`config.mk`:
```
export PLATFORM = sky130hd
export DESIGN_NAME = cnn_classifier_learn
export DESIGN_NICKNAME = d
export VERILOG_FILES = /design/src/rtl/cnn_cls_pkg.sv /design/src/rtl/cnn_cls_argmax.sv /design/src/rtl/cnn_classifier_learn.sv
export SDC_FILE = /design/constraint.sdc
export NUM_CORES = 1
export LEC_CHECK = 0
export CORE_AREA = 5 5 252 254
export DETAILED_ROUTE_END_ITERATION = 6
export DIE_AREA = 0 0 257 259
export PLACE_DENSITY = 0.65
export SLEW_MARGIN = 20
export SYNTH_ARGS = -nofsm -noshare
export SYNTH_HDL_FRONTEND = slang
export SYNTH_SLANG_ARGS = --single-unit
```
`constraint.sdc`:
```
create_clock -name clk -period 15.58 [get_ports clk]
set_input_delay 3.116 -clock clk [delete_from_list [all_inputs] [get_ports clk]]
set_output_delay 3.116 -clock clk [all_outputs]
set_load 0.005 [all_outputs]
```
`src/rtl/cnn_cls_pkg.sv`:
```
// Shared parameters and helpers for the cnn_classifier_learn head:
// W1 connectivity, W2 initial values and int8 saturating update.
package cnn_cls_pkg;

   localparam int unsigned N_FEAT    = 80;
   localparam int unsigned FEAT_W    = 8;
   localparam int unsigned N_HID     = 16;
   localparam int unsigned N_CLASS   = 8;
   localparam int unsigned LABEL_W   = 8;
   localparam int unsigned HID_ACC_W = 18;
   localparam int unsigned LOGIT_W   = 24;
   localparam int unsigned W_W       = 8;
   localparam int unsigned HID_W     = 8;
   localparam int unsigned IDX_W     = $clog2(N_CLASS);

   localparam logic [LABEL_W-1:0] ANOMALY_CLASS = 8'hFF;
   localparam logic [HID_W-1:0]   HID_MAX       = 8'd127;

   typedef logic signed [W_W-1:0] w8_t;

   // FC1 is a fixed fold: hidden h sums every feature whose index is h mod N_HID
   function automatic logic w1_coef(input int unsigned h, input int unsigned i);
      return (i % N_HID) == h;
   endfunction

   function automatic w8_t w2_init(input int unsigned c, input int unsigned h);
      return (c == h) ? W_W'(c + 1) : '0;
   endfunction

   // a +/- d clamped to the int8 range; d is a non-negative hidden activation
   function automatic w8_t sat_add8(input w8_t a, input logic [HID_W-1:0] d, input logic neg);
      logic signed [W_W+1:0] aa;
      logic signed [W_W+1:0] dd;
      logic signed [W_W+1:0] s;
      aa = (W_W+2)'(a);
      dd = signed'({2'b00, d});
      s  = neg ? (aa - dd) : (aa + dd);
      if (s > 10'sd127)       return 8'sd127;
      else if (s < -10'sd128) return -8'sd128;
      else                    return W_W'(s);
   endfunction

endpackage

```
`src/rtl/cnn_cls_argmax.sv`:
```
// Combinational argmax over N_CLASS signed logits; ties go to the lowest index.
module cnn_cls_argmax
   import cnn_cls_pkg::*;
(
   input  logic signed [LOGIT_W-1:0] i_logit [N_CLASS],
   output logic        [IDX_W-1:0]   o_idx_c
);

   logic signed [LOGIT_W-1:0] w_best;

   // strict greater-than keeps the earliest maximum
   always_comb begin
      w_best  = i_logit[0];
      o_idx_c = '0;
      for (int unsigned c = 1; c < N_CLASS; c++) begin
         if (i_logit[c] > w_best) begin
            w_best  = i_logit[c];
            o_idx_c = IDX_W'(c);
         end
      end
   end

endmodule

```
`src/rtl/cnn_classifier_learn.sv`:
```
// FC1(fixed)+ReLU -> FC2(int8) -> argmax classifier head with anomaly override.
// Define CNN_CLS_LEARN_EN for online perceptron learning of the FC2 weights.
module cnn_classifier_learn
   import cnn_cls_pkg::*;
(
   input  logic                       clk,
   input  logic                       rst,
   input  logic [N_FEAT*FEAT_W-1:0]   features_in_flat,
   input  logic [LABEL_W-1:0]         label_in,
   input  logic                       label_in_valid,
   input  logic                       anomaly_flag,
   output logic [LABEL_W-1:0]         class_label
);

   logic [N_FEAT*FEAT_W-1:0]  r_feat;
   logic [HID_W-1:0]          r_hid   [N_HID];
   logic signed [LOGIT_W-1:0] r_logit [N_CLASS];
   logic [IDX_W-1:0]          r_pred;
   logic [LABEL_W-1:0]        r_class;

   logic signed [HID_ACC_W-1:0] w_acc   [N_HID];
   logic [HID_W-1:0]            w_hid   [N_HID];
   logic signed [LOGIT_W-1:0]   w_logit [N_CLASS];
   w8_t                         w_w2    [N_CLASS][N_HID];
   logic [IDX_W-1:0]            w_pred;

   // FC1 with ReLU clamp to [0,127]
   always_comb begin
      for (int unsigned h = 0; h < N_HID; h++) begin
         w_acc[h] = '0;
         for (int unsigned i = 0; i < N_FEAT; i++) begin
            if (w1_coef(h, i))
               w_acc[h] = w_acc[h] + HID_ACC_W'(signed'(r_feat[i*FEAT_W +: FEAT_W]));
         end
         if (w_acc[h][HID_ACC_W-1])                    w_hid[h] = '0;
         else if (|w_acc[h][HID_ACC_W-2:HID_W-1])      w_hid[h] = HID_MAX;
         else                                          w_hid[h] = {1'b0, w_acc[h][HID_W-2:0]};
      end
   end

   always_comb begin
      for (int unsigned c = 0; c < N_CLASS; c++) begin
         w_logit[c] = '0;
         for (int unsigned h = 0; h < N_HID; h++) begin
            w_logit[c] = w_logit[c]
                       + LOGIT_W'(w_w2[c][h]) * LOGIT_W'(signed'({1'b0, r_hid[h]}));
         end
      end
   end

   cnn_cls_argmax u_argmax (
      .i_logit (r_logit),
      .o_idx_c (w_pred)
   );

   always_ff @(posedge clk) begin
      if (rst) begin
         r_feat  <= '0;
         r_hid   <= '{default: '0};
         r_logit <= '{default: '0};
         r_pred  <= '0;
         r_class <= '0;
      end else begin
         r_feat  <= features_in_flat;
         r_hid   <= w_hid;
         r_logit <= w_logit;
         r_pred  <= w_pred;
         r_class <= anomaly_flag ? ANOMALY_CLASS : LABEL_W'(w_pred);
      end
   end

   assign class_label = r_class;

`ifdef CNN_CLS_LEARN_EN
   w8_t              r_w2 [N_CLASS][N_HID];
   logic             r_lv;
   logic             w_learn;
   logic [IDX_W-1:0] w_lbl;

   assign w_lbl   = label_in[IDX_W-1:0];
   assign w_learn = label_in_valid && !r_lv && !anomaly_flag
                 && (label_in < LABEL_W'(N_CLASS)) && (w_lbl != r_pred);

   // an anomaly-masked edge still updates r_lv, so it is consumed
   always_ff @(posedge clk) begin
      if (rst) begin
         r_lv <= 1'b0;
         for (int unsigned c = 0; c < N_CLASS; c++)
            for (int unsigned h = 0; h < N_HID; h++)
               r_w2[c][h] <= w2_init(c, h);
      end else begin
         r_lv <= label_in_valid;
         if (w_learn) begin
            for (int unsigned h = 0; h < N_HID; h++) begin
               r_w2[w_lbl][h]  <= sat_add8(r_w2[w_lbl][h], r_hid[h], 1'b0);
               r_w2[r_pred][h] <= sat_add8(r_w2[r_pred][h], r_hid[h], 1'b1);
            end
         end
      end
   end

   assign w_w2 = r_w2;
`else
   logic w_unused;
   assign w_unused = ^{label_in, label_in_valid};

   always_comb begin
      for (int unsigned c = 0; c < N_CLASS; c++)
         for (int unsigned h = 0; h < N_HID; h++)
            w_w2[c][h] = w2_init(c, h);
   end
`endif

endmodule

```
==> metrics.txt <==
final worst-path cycle share 81.9%; clock slew at reported path FFs 0.06 ns; Synth Instances 2012; DR DRC count 0; H-Tree Depth 2; cell area after layout 0.0282 mm^2; Placed Area 0.0265 mm^2; footprint of the multi-input gates 0.0127 mm^2; WP buf/inv 3; die area 0.0666 mm^2; first-pass GRT wire length 79800 um; Iter 0 DRT Violations 404; largest fanout on the critical path 19; max_slew headroom 28.7%; CTS buffer count 49; f_max 0.0784 GHz; Final Setup Violations 0; remaining antenna violation count after routing 0; share of flip-flops with an asynchronous set or reset 0%; num rows 91; critical path class register to register; Yosys top cell by area dfxtp_1; CP required 15.98 ns; most common cell in the netlist dfxtp_1; vias in the first global route 15700; layout cells sized above 1 4.49%; most used flip-flop cell after synthesis dfxtp_1; number of synthesized flops with an enable pin 0; Wirelength per Cell 15.3 um; clk sink count 446; Worst path max stage delay 0.60 ns; CTS tree done; Worst-Skew Late Latency 0.58 ns; top-area cell type share of the netlist area 39.7%; ant diodes 0; clk root buf clkbuf_16; Core ar. 0.0610 mm^2; vias per cell 4.56; Placed Instances 3080; GRT Util Overall 14.7%; routed wire length 48600 um; Final Slew Violations 0; GR Overflow Total 0; fin cells 3171; sequential share of the synthesized area 39.7%; hold buffers post-CTS 0; top cells by count, synth dfxtp_1, nor2b_1, fa_1, ha_1, inv_1; Post-CTS Setup Bufs 0; Clock Tree Buf Depth 3; Die H 259 um; RSZ-0062 raised after global routing false; CP most frequent cell ha_1; Final Critical Period 12.76 ns; Final Net Count 3398; synth-to-layout area growth 25.6%; CP max stage cell o21ai_2; worst min path class register to register; antenna violations before repair 6; Yosys reg bits 446; GPL Wtd Cong 0.817; top area cells in the synthesized netlist dfxtp_1, fa_1, nor2b_1; Initial Util 36.8%; IO buf count 330; static leakage 0.0123 uW; Syn Std Cell Area 0.0225 mm^2; VDD IR max 200 uV; crit-path leading delay family compound AO/OA/AOI/OAI gates; pwr dens 195 mW/mm^2; CP arrival 13.15 ns; syn_nets 3069; IO Pins 660; max_cap viols 0; cts repair resizes 0; CP endpoint kind register; vias 14500; Syn. warnings 0; maximum number of pins on one net before global-route repair 149; CP Launch Type register; # fillers 5600; setup tns final 0 ns; Worst Skew 0.0235 ns; status finished, final reports clean; Avg Synthesized Cell Area 11.2 um^2; Reg area 0.00893 mm^2; Cell variety after synth 65; Final Hold Viols 0; slew at the pin with the worst max-slew slack 1.06 ns; die extent in x 257 um; Pre-Repair DR Iteration Count 4; DP HPWL 39300 um
==> cells in the final DEF (no fill, tap or decap), drive strengths merged, types with 6 or more instances in the layout <==
cell type and count:
fa 218, nor2b 382, a21o 41, bufinv 7, nand4 8, nand2 30
o21a 48, a21oi 102, clkinvlp 8, nor3 23, mux2 6, inv 160
xor2 21, o21ai 55, dfxtp 446, xnor2 34, nand2b 16, clkdlybuf4s50 329
clkinv 13, mux2i 28, ha 187, o21bai 17, nor2 61, clkbuf 58
a31oi 10, nand3 17
==> report_power, final <==
| part | internal [uW] | switching (uW) | leakage (uW) |
|---|---|---|---|
| logic | 1290 | 1580 | 0.00781 |
| registers | 1320 | 108 | 0.00371 |
| clock network | 717 | 486 | 0.000809 |
==> per-stage QoR <==
step | setup slack, ns | total power, uW | utilization [%] | hold slack [ns]
global placement | 2.85 | 4230 | 43.5 | 0.432
finish | 2.82 | 5500 | 46.3 | 0.435
detailed placement | 2.60 | 4310 | 43.5 | 0.428
global route | 1.88 | 6020 | 46.3 | 0.459
CTS | 2.52 | 5560 | 46.3 | 0.437
floorplan | 5.05 | 3640 | - | 0.414
==> flip-flops by register name, summed over array words and instances (netlist names) <==
register and flops:
r_feat 320, r_logit 66, class_label 4, r_hid 56
==> cell type report <==
cell class	count	area share (%)
inverters	155	2.06
flip-flops and latches	446	31.6
multi-input cells	1356	45.0
clock inverters	33	1.44
well taps	790	3.50
clock buffers	58	4.57
repair buffers	333	11.8
==> worst reg2reg max path: cells and delay by family, from the launching register on <==
family | cells | cell delay [ns]
AND/OR/NAND/NOR | 12 | 2.11
adder cells (fa/ha/maj) | 7 | 2.12
multiplexers | 4 | 1.60
buffers and inverters | 3 | 0.21
AO/OA/AOI/OAI | 28 | 6.23
flip-flops | 1 | 0.33
==> worst paths after layout <==
check                             startpoint        endpoint  slack (ns)  cells past startpoint
worst min register to register     r_hid[70]      r_logit[9]        0.43                      1
worst min-delay path               r_hid[70]      r_logit[9]        0.43                      1
worst max register to register  r_logit[173]  class_label[0]        2.82                     54
worst max-delay path            r_logit[173]  class_label[0]        2.82                     54
==> logic make-up (layout without fill, tap and decap cells) <==
kind of cell | Yosys count | after routing | synth area share (%)
AND/OR/NAND/NOR | 554 | 554 | 14.2
adder cells (fa/ha/maj) | 405 | 405 | 29.8
XOR/XNOR | 55 | 55 | 2.14
flip-flops | 446 | 446 | 39.7
AO/OA/AOI/OAI | 308 | 308 | 8.71
buffers and inverters | 210 | 579 | 3.75
multiplexers | 34 | 34 | 1.64
==> metal layers <==
| layer | global-route usage (%) | up-vias | wire length (um) |
|---|---|---|---|
| li1 | - | 7213 | - |
| met1 | 20.2 | 6868 | 23100 |
| met2 | 23.3 | 281 | 21900 |
| met3 | 3.30 | 83 | 2340 |
| met4 | 4.31 | 8 | 1230 |
| met5 | 0 | - | 44 |
No activity file was read; power rests on OpenSTA's default activity.
